File: src/rtl/fetch_pkg.sv
// fetch_pkg: FSM states, instruction field layout and PC constants for the fetch stage.
// FETCH_ALIGN_CHECK_EN adds the HALT state.
package fetch_pkg;
`ifdef FETCH_ALIGN_CHECK_EN
    typedef enum logic [1:0] {BOOT, FETCH, DELIVER, HALT} fetch_state_t;
`else
    typedef enum logic [1:0] {BOOT, FETCH, DELIVER} fetch_state_t;
`endif
    localparam int COND_LSB  = 28;
    localparam int COND_W    = 4;
    localparam int OP_LSB    = 26;
    localparam int OP_W      = 2;
    localparam int FUNCT_LSB = 20;
    localparam int FUNCT_W   = 6;
    localparam int RD_LSB    = 12;
    localparam int RD_W      = 4;
    localparam logic [31:0] INSTR_BYTES    = 32'd4;
    localparam logic [31:0] PC_READ_OFFSET = 32'd8;
endpackage

File: src/rtl/instr_fields.sv
// instr_fields: combinational split of an instruction word into cond/op/funct/rd.
module instr_fields
    import fetch_pkg::*;
(
    input  logic [31:0]          i_instr,
    output logic [COND_W-1:0]    o_cond,
    output logic [OP_W-1:0]      o_op,
    output logic [FUNCT_W-1:0]   o_funct,
    output logic [RD_W-1:0]      o_rd
);
    assign o_cond  = i_instr[COND_LSB +: COND_W];
    assign o_op    = i_instr[OP_LSB +: OP_W];
    assign o_funct = i_instr[FUNCT_LSB +: FUNCT_W];
    assign o_rd    = i_instr[RD_LSB +: RD_W];
endmodule

File: src/rtl/fetch_unit.sv
// fetch_unit: PC owner, single-word req/ack fetch and valid/ready delivery to decode.
// FETCH_ALIGN_CHECK_EN: misaligned branch targets raise a sticky fault and HALT.
module fetch_unit
    import fetch_pkg::*;
#(
    parameter logic [31:0] RESET_PC = 32'h0000_0000
) (
    input  logic        clk,
    input  logic        reset,
    output logic        imem_req,
    output logic [31:0] imem_addr,
    input  logic        imem_ack,
    input  logic [31:0] imem_rdata,
    output logic        instr_valid,
    input  logic        instr_ready,
    output logic [31:0] instr,
    output logic [3:0]  cond,
    output logic [1:0]  op,
    output logic [5:0]  funct,
    output logic [3:0]  rd,
    output logic [31:0] pc,
    output logic [31:0] pc_plus8,
    input  logic        pc_src,
    input  logic [31:0] branch_target,
`ifdef FETCH_ALIGN_CHECK_EN
    output logic        fault,
`endif
    output logic [31:0] instr_count
);
    fetch_state_t r_state, w_next;
    logic [31:0] r_pc, r_count, r_instr, w_pc_next;
    logic w_accept;
`ifdef FETCH_ALIGN_CHECK_EN
    logic w_misalign, r_fault;
    assign fault = r_fault;
`endif

    always_comb begin
        w_accept = r_state == DELIVER && instr_ready;
`ifdef FETCH_ALIGN_CHECK_EN
        w_misalign = pc_src && branch_target[1:0] != 2'b00;
        w_pc_next = w_misalign ? r_pc : pc_src ? branch_target : r_pc + INSTR_BYTES;
`else
        w_pc_next = pc_src ? {branch_target[31:2], 2'b00} : r_pc + INSTR_BYTES;
`endif
        w_next = r_state;
        case (r_state)
            BOOT:    w_next = FETCH;
            FETCH:   w_next = imem_ack ? DELIVER : FETCH;
`ifdef FETCH_ALIGN_CHECK_EN
            DELIVER: w_next = !w_accept ? DELIVER : w_misalign ? HALT : FETCH;
`else
            DELIVER: w_next = w_accept ? FETCH : DELIVER;
`endif
            default: w_next = r_state;
        endcase
    end

    always_ff @(posedge clk) begin
        if (reset) begin
            r_state <= BOOT;
            r_pc    <= RESET_PC;
            r_count <= '0;
            r_instr <= '0;
`ifdef FETCH_ALIGN_CHECK_EN
            r_fault <= 1'b0;
`endif
        end else begin
            r_state <= w_next;
            if (r_state == FETCH && imem_ack) r_instr <= imem_rdata;
            if (w_accept) begin
                r_pc    <= w_pc_next;
                r_count <= r_count + 32'd1;
            end
`ifdef FETCH_ALIGN_CHECK_EN
            if (w_accept && w_misalign) r_fault <= 1'b1;
`endif
        end
    end

    assign imem_req    = r_state == FETCH;
    assign instr_valid = r_state == DELIVER;
    assign imem_addr   = r_pc;
    assign pc          = r_pc;
    assign pc_plus8    = r_pc + PC_READ_OFFSET;
    assign instr       = r_instr;
    assign instr_count = r_count;

    instr_fields u_fields (
        .i_instr (r_instr),
        .o_cond  (cond),
        .o_op    (op),
        .o_funct (funct),
        .o_rd    (rd)
    );
endmodule

File: config.mk
export PLATFORM = sky130hd
export DESIGN_NAME = fetch_unit
export DESIGN_NICKNAME = d
export VERILOG_FILES = /design/src/rtl/fetch_pkg.sv /design/src/rtl/instr_fields.sv /design/src/rtl/fetch_unit.sv
export SDC_FILE = /design/constraint.sdc
export NUM_CORES = 1
export LEC_CHECK = 0
export CAP_MARGIN = 20
export CORE_MARGIN = 4
export CORE_UTILIZATION = 38
export CTS_CLUSTER_DIAMETER = 120
export DETAILED_ROUTE_END_ITERATION = 10
export PLACE_DENSITY = 0.77
export SLEW_MARGIN = 15
export SYNTH_ARGS = -nofsm -noshare
export SYNTH_HDL_FRONTEND = slang
export SYNTH_HIERARCHICAL = 1
export SYNTH_SLANG_ARGS = --single-unit
File: constraint.sdc
create_clock -name clk -period 2.02 [get_ports clk]
set_input_delay 0.404 -clock clk [delete_from_list [all_inputs] [get_ports clk]]
set_output_delay 0.404 -clock clk [all_outputs]
set_load 0.02 [all_outputs]
# ---- Word level (Yosys, flattened, before mapping)
# Cells that the tools add are included.
dict set report word_totals {
  ff_bits 98
  input_bits 69
  output_inout_bits 178
}
dict set report op_classes {
  n_mux 4
  n_eq_ne 2
  add_sub_neg 3
  reduce_logical 4
}
# operator n
set ops {}
lappend ops {{$add 32x1->32 const B} 1}
lappend ops {{$add 32x3->32 const B} 1}
lappend ops {{$add 32x4->32 const B} 1}
lappend ops {{$mux 32} 1}
lappend ops {{$pmux 2 s3} 1}
lappend ops {{$mux 2} 2}
lappend ops {{$reduce_bool 3->1} 1}
lappend ops {{$eq 2x1->1 const B} 1}
lappend ops {{$eq 2x2->1 const B} 1}
lappend ops {{$logic_and 1x1->1} 2}
lappend ops {{$logic_not 2->1} 1}

# ---- Logic depth before layout (Yosys ltp)
# Gate-level depths: netlist of the first run.
dict set report depth {
  ltp_word 4
  ltp_mapped 9
  depth_no_buf 7
}

# ---- Hierarchy
# Netlist of the first run, hierarchy kept.
# module seq_area_each_um2 area_per_inst_um2 instances cells_per_inst
set modules_own_cells {}
lappend modules_own_cells {fetch_unit 1921.8 5266.3 1 679}
lappend modules_own_cells {instr_fields 0.0 120.1 1 16}

# ---- Worst setup path before layout of the first run
# OpenSTA, ideal clock, no wires.
dict set report synth_timing {
  kind {flip-flop to output port}
  start {register r_pc[7], in the netlist imem_addr[7]}
  end {output pc_plus8[22]}
  path_buffers 2
  arrival_time_ps 2110
  path_slack_ps -494
  required_ps 1616
  stages_incl_launch_ff 8
  path_cell_list {dfxtp_1 -> buf_2 -> nand2_1 -> nor4_2 -> and2_0 -> clkbuf_1 -> nand3_1 -> xnor2_1}
}
dict set report synth_between {
  elab_chain_len 1
}
# element line
set synth_lines {}
lappend synth_lines {{start: declaration} fetch_unit.sv:31} ;# logic [31:0] r_pc, r_count, r_instr, w_pc_next;
lappend synth_lines {{start signal: assignment} fetch_unit.sv:72} ;# r_pc <= w_pc_next;
lappend synth_lines {{$add 32x4->32} fetch_unit.sv:85} ;# assign pc_plus8 = r_pc + PC_READ_OFFSET;
lappend synth_lines {{end: declaration} fetch_unit.sv:22} ;# output logic [31:0] pc_plus8,
# Every way passes these cells.

# ---- Worst setup path after layout of the first run
dict set report layout_timing {
  start {register r_pc[4], in the netlist imem_addr[4]}
  end {output pc_plus8[22]}
}
# The elaborated chain is that of the path after synthesis.

==> results of run 1 <==
[worst min-delay path: stages, from the launching register on]
cell and delay, ns:
dfxtp_1 0.31, nand2_1 0.05, a21oi_1 0.05
[layout by cell type (no fill, tap or decap), drive strengths merged, types with 4 or more instances in the layout]
master         Yosys  routed
or3                5       5
nand4             24      24
nor4              17      17
xnor2             24      24
a21oi             49      49
xor2              33      33
and3              13      13
ha                 6       6
nor2              73      73
dlymetal6s2s       0       9
nand3             35      35
buf               68     160
a211oi             5       5
or4                4       4
a311oi             5       5
nand2            105     105
and2               5       5
and4               9       9
inv               11      14
clkdlybuf4s50      0     200
o21ai             12      12
a31oi              4       4
a22oi              4       4
conb               1       6
nor3              13      13
clkbuf            32      10
dfxtp             96      96
[layout make-up]
class | instances | area [µm²] | area share
well taps | 180 | 225 | 0.0237
multi-input cells | 493 | 3440 | 0.362
inverters | 11 | 41.3 | 0.00435
flip-flops and latches | 96 | 1960 | 0.207
clock buffers | 10 | 239 | 0.0252
clock inverters | 6 | 98.8 | 0.0104
repair buffers | 372 | 3490 | 0.368
[stage by stage]
step           hold WS [ns]  TNS, ns  setup slack [ns]
3_5_place_dp          0.446    -8.11            -0.440
5_1_grt               0.470    -6.10            -0.346
3_3_place_gp          0.441    -7.47            -0.426
4_1_cts               0.454    -4.32            -0.302
6_report              0.454    -4.15            -0.284
2_1_floorplan         0.485   -0.212           -0.0658
[routing by layer]
metal	vias up	part of all wire	wire (µm)	track usage
li1	2935	-	-	-
met1	2909	0.41	8220	0.300
met2	276	0.49	9770	0.394
met3	51	0.065	1300	0.0360
met4	0	0.028	562	0.0826
met5	-	0	0	0
[flip-flops by register name, indices dropped and copies added (netlist names)]
name and count:
instr 32, instr_count 32, imem_addr 30, r_state 2
[path summary, 6_finish.rpt]
| kind | endpoint | startpoint |
|---|---|---|
| max | pc_plus8[22] | imem_addr[4] |
| min | instr[0] | instr[0] |
| max reg2reg | imem_addr[25] | imem_addr[12] |
| min reg2reg | instr[0] | instr[0] |
[where the power goes]
| group | total [mW] | leakage [nW] | switching [mW] | internal (mW) |
|---|---|---|---|---|
| sequential | 1.96 | 0.789 | 0.0293 | 1.93 |
| clock | 1.95 | 0.163 | 0.812 | 1.14 |
| combinational | 0.627 | 2.91 | 0.313 | 0.315 |
| total | 4.54 | 3.87 | 1.15 | 3.38 |
[what timing repair did]
| action | in CTS | in global routing |
|---|---|---|
| resized for setup | 191 | 46 |
| buffers inserted | 11 | 11 |
| pin swaps | 31 | 28 |
| endpoints found under the setup margin | 34 | 40 |
[logic make-up after synthesis]
| group | after synthesis | synth area share |
|---|---|---|
| and+or+nand+nor | 316 | 0.291 |
| adders and majority gates | 6 | 0.0139 |
| DFF | 96 | 0.357 |
| AOI/OAI and AO/OA | 105 | 0.122 |
| xor gates and xnor gates | 57 | 0.0927 |
| muxes | 3 | 0.00558 |
| other | 1 | 0.000696 |
| buffers and inverters | 111 | 0.117 |
==> impl_summary.md, run 1 <==
Power
The maximum ir drop on the vdd rail is between 0.0002 and 0.0003 V. The analysis attributes to cell leakage a power of a little under 4 nW. The design draws 4.54 mW. The cell area power density is ~480 nW/µm².

Run status
The final reports fail on negative setup slack. The flow ran to the end, but the final reports show violations.

Synth
By area the synthesized netlist is led by dfxtp_1, buf_4, nand2_1. The top cell type by total area after synthesis is dfxtp_1. The synthesized area per cell is slightly below 8 µm². Counting every instance in the synthesized netlist gives 695.

After synthesis the netlist holds a flip-flop and latch count of 96. By count the netlist is led by nand2_1, dfxtp_1, nor2_1. Counting flops with an async set or reset pin after synthesis yields a share of 0.

For this run, the leading register cell type out of synthesis is dfxtp_1. The synthesized design contains 0 enable-type register cells. Synthesis instantiated slightly below 60 different standard cells from the library.

The combined area of all synthesized cells is roughly 5400 µm². The share of synthesized area in the top cell type comes to 0.357. Yosys printed 6 warnings.

The sequential cell area fraction in the yosys report is 0.357. In the post-synthesis netlist, the cell with the most instances is nand2_1.

Cells and area
The share of the core filled with cells is 0.684. The area growth from synthesis to layout is 76.4%. 0 antenna diodes ended up in the layout. Summing all non-filler instances in the final layout gives an area of 9500 µm².

Of the cells placed in the final design, the portion with a size suffix greater than 1 is 0.270. Fill cells in the final layout number 1098. The net count of the finished layout is around 1100. The number of non-filler instances in the completed layout is 1168.

Placement
The placed wire-length estimate after detailed placement is 14200 µm. In this run the cell area measured after placement is 8630 µm². During placement, the flow inserted port buffers numbering 238. The cell count after placement is 1135. At the end of routability-driven placement, the weighted congestion stood at 0.935.

Setup path
Together, buffers and inverters on the worst path number 2. The type of the worst setup path is reg -> out. The slowest library cell on the worst path is dfxtp_4. The element type at the critical path end is an output port.

The flop-to-flop setup slack is 0.01 ns. Walking the worst path, the cells encountered are nand3_4 -> nor4_4 -> and2_4 -> buf_12 -> nand3_4 -> xnor2_4 -> buf_6. The worst setup path is launched from a flip-flop. The largest incremental delay on the critical path is 0.38 ns. The required time of the worst setup path is 1.62 ns. The number of stages on the worst setup path is 7. The most frequent cell on the critical path is nand3_4. The kind of cell with the highest combined delay along the critical path is simple AND/OR/NAND/NOR gates. The largest fanout on the critical path is 5.

For the worst setup path, the data arrival time is 1.90 ns. The worst register-to-register path has a depth of 7.

Floorplanning
247 I/O pins were placed. In this run the core area contains 43 standard-cell rows. For this configuration, the core starts out at a cell density of 0.388. The floorplan step defined a die boundary enclosing 16100 µm². The die span in x is 127 µm. The region available for standard cell placement spans ~14000 µm².

The floorplan step set the die height to 127 µm.

Min path
The type of the most critical hold path is reg -> reg. The worst hold path passes through 2 cells.

Global routing
Across every metal layer, demand over resource in global routing totals 0.232. Entering global routing, the biggest net connects 67 pins. The number of global-route vias before repair is 5931.

Global routing finished with a remaining overflow of 0. The global-route wire length before repair is 30700 µm. The initial antenna violation count is 0.

Timing
In the finished design, the share of the clock period the worst path needs comes to 1.14. The maximum clock skew at final layout is 0.0127 ns. The highest achievable clock rate is 434 MHz. In the post-route analysis, the smallest setup slack over all paths is -0.284 ns. The final hold violation count is 0. Subtracting the final worst setup slack from the clock period gives roughly 2.3 ns. Setup repair after global routing could not meet its margin everywhere. The max-slew violation total from the final report is 0. Setup violations remaining at the end of the flow were counted as 23.

Clock network
The clock passes through at most 2 buffers. The clock net in this run drives a total of 96 sinks. Counting the buffers created by CTS gives 9. The CTS root buffer is clkbuf_16. The hold buffer count at cts is 0. The clock-pin slew reported for the worst setup and hold paths after clock tree synthesis is 0.07 ns. The H-tree depth is 3. The CTS tree is built. The clock latency at the later pin of the worst-skew pair is 0.35 ns.

Routing
Summing over every cut layer, the via total after detailed routing is 6171. The per-cell via count in the routed design is 5.28. Once detail routing completed, the nets flagged for antenna violations numbered 0. The initial DRC count is 427.

The length of the first detailed-routing pass in iterations is 5. For this run, design rule violations remaining after detail routing come to 0. After detailed routing, the average wire length per cell comes to 17.0 µm. The routed wire length is 19800 µm.

Run
The tool flagged a number of max-cap violations equal to 0.
Power figures use the tool's default switching activity.
==> inputs of run 2 (changes only) <==
--- a/config.mk
+++ b/config.mk
@@ -5,7 +5,6 @@
 export SDC_FILE = /design/constraint.sdc
 export NUM_CORES = 1
 export LEC_CHECK = 0
-export CAP_MARGIN = 20
 export CORE_MARGIN = 4
 export CORE_UTILIZATION = 38
 export CTS_CLUSTER_DIAMETER = 120
==> results of run 2 <==
Same layout as run 1: the final DEF is identical, and so are final timing and power.
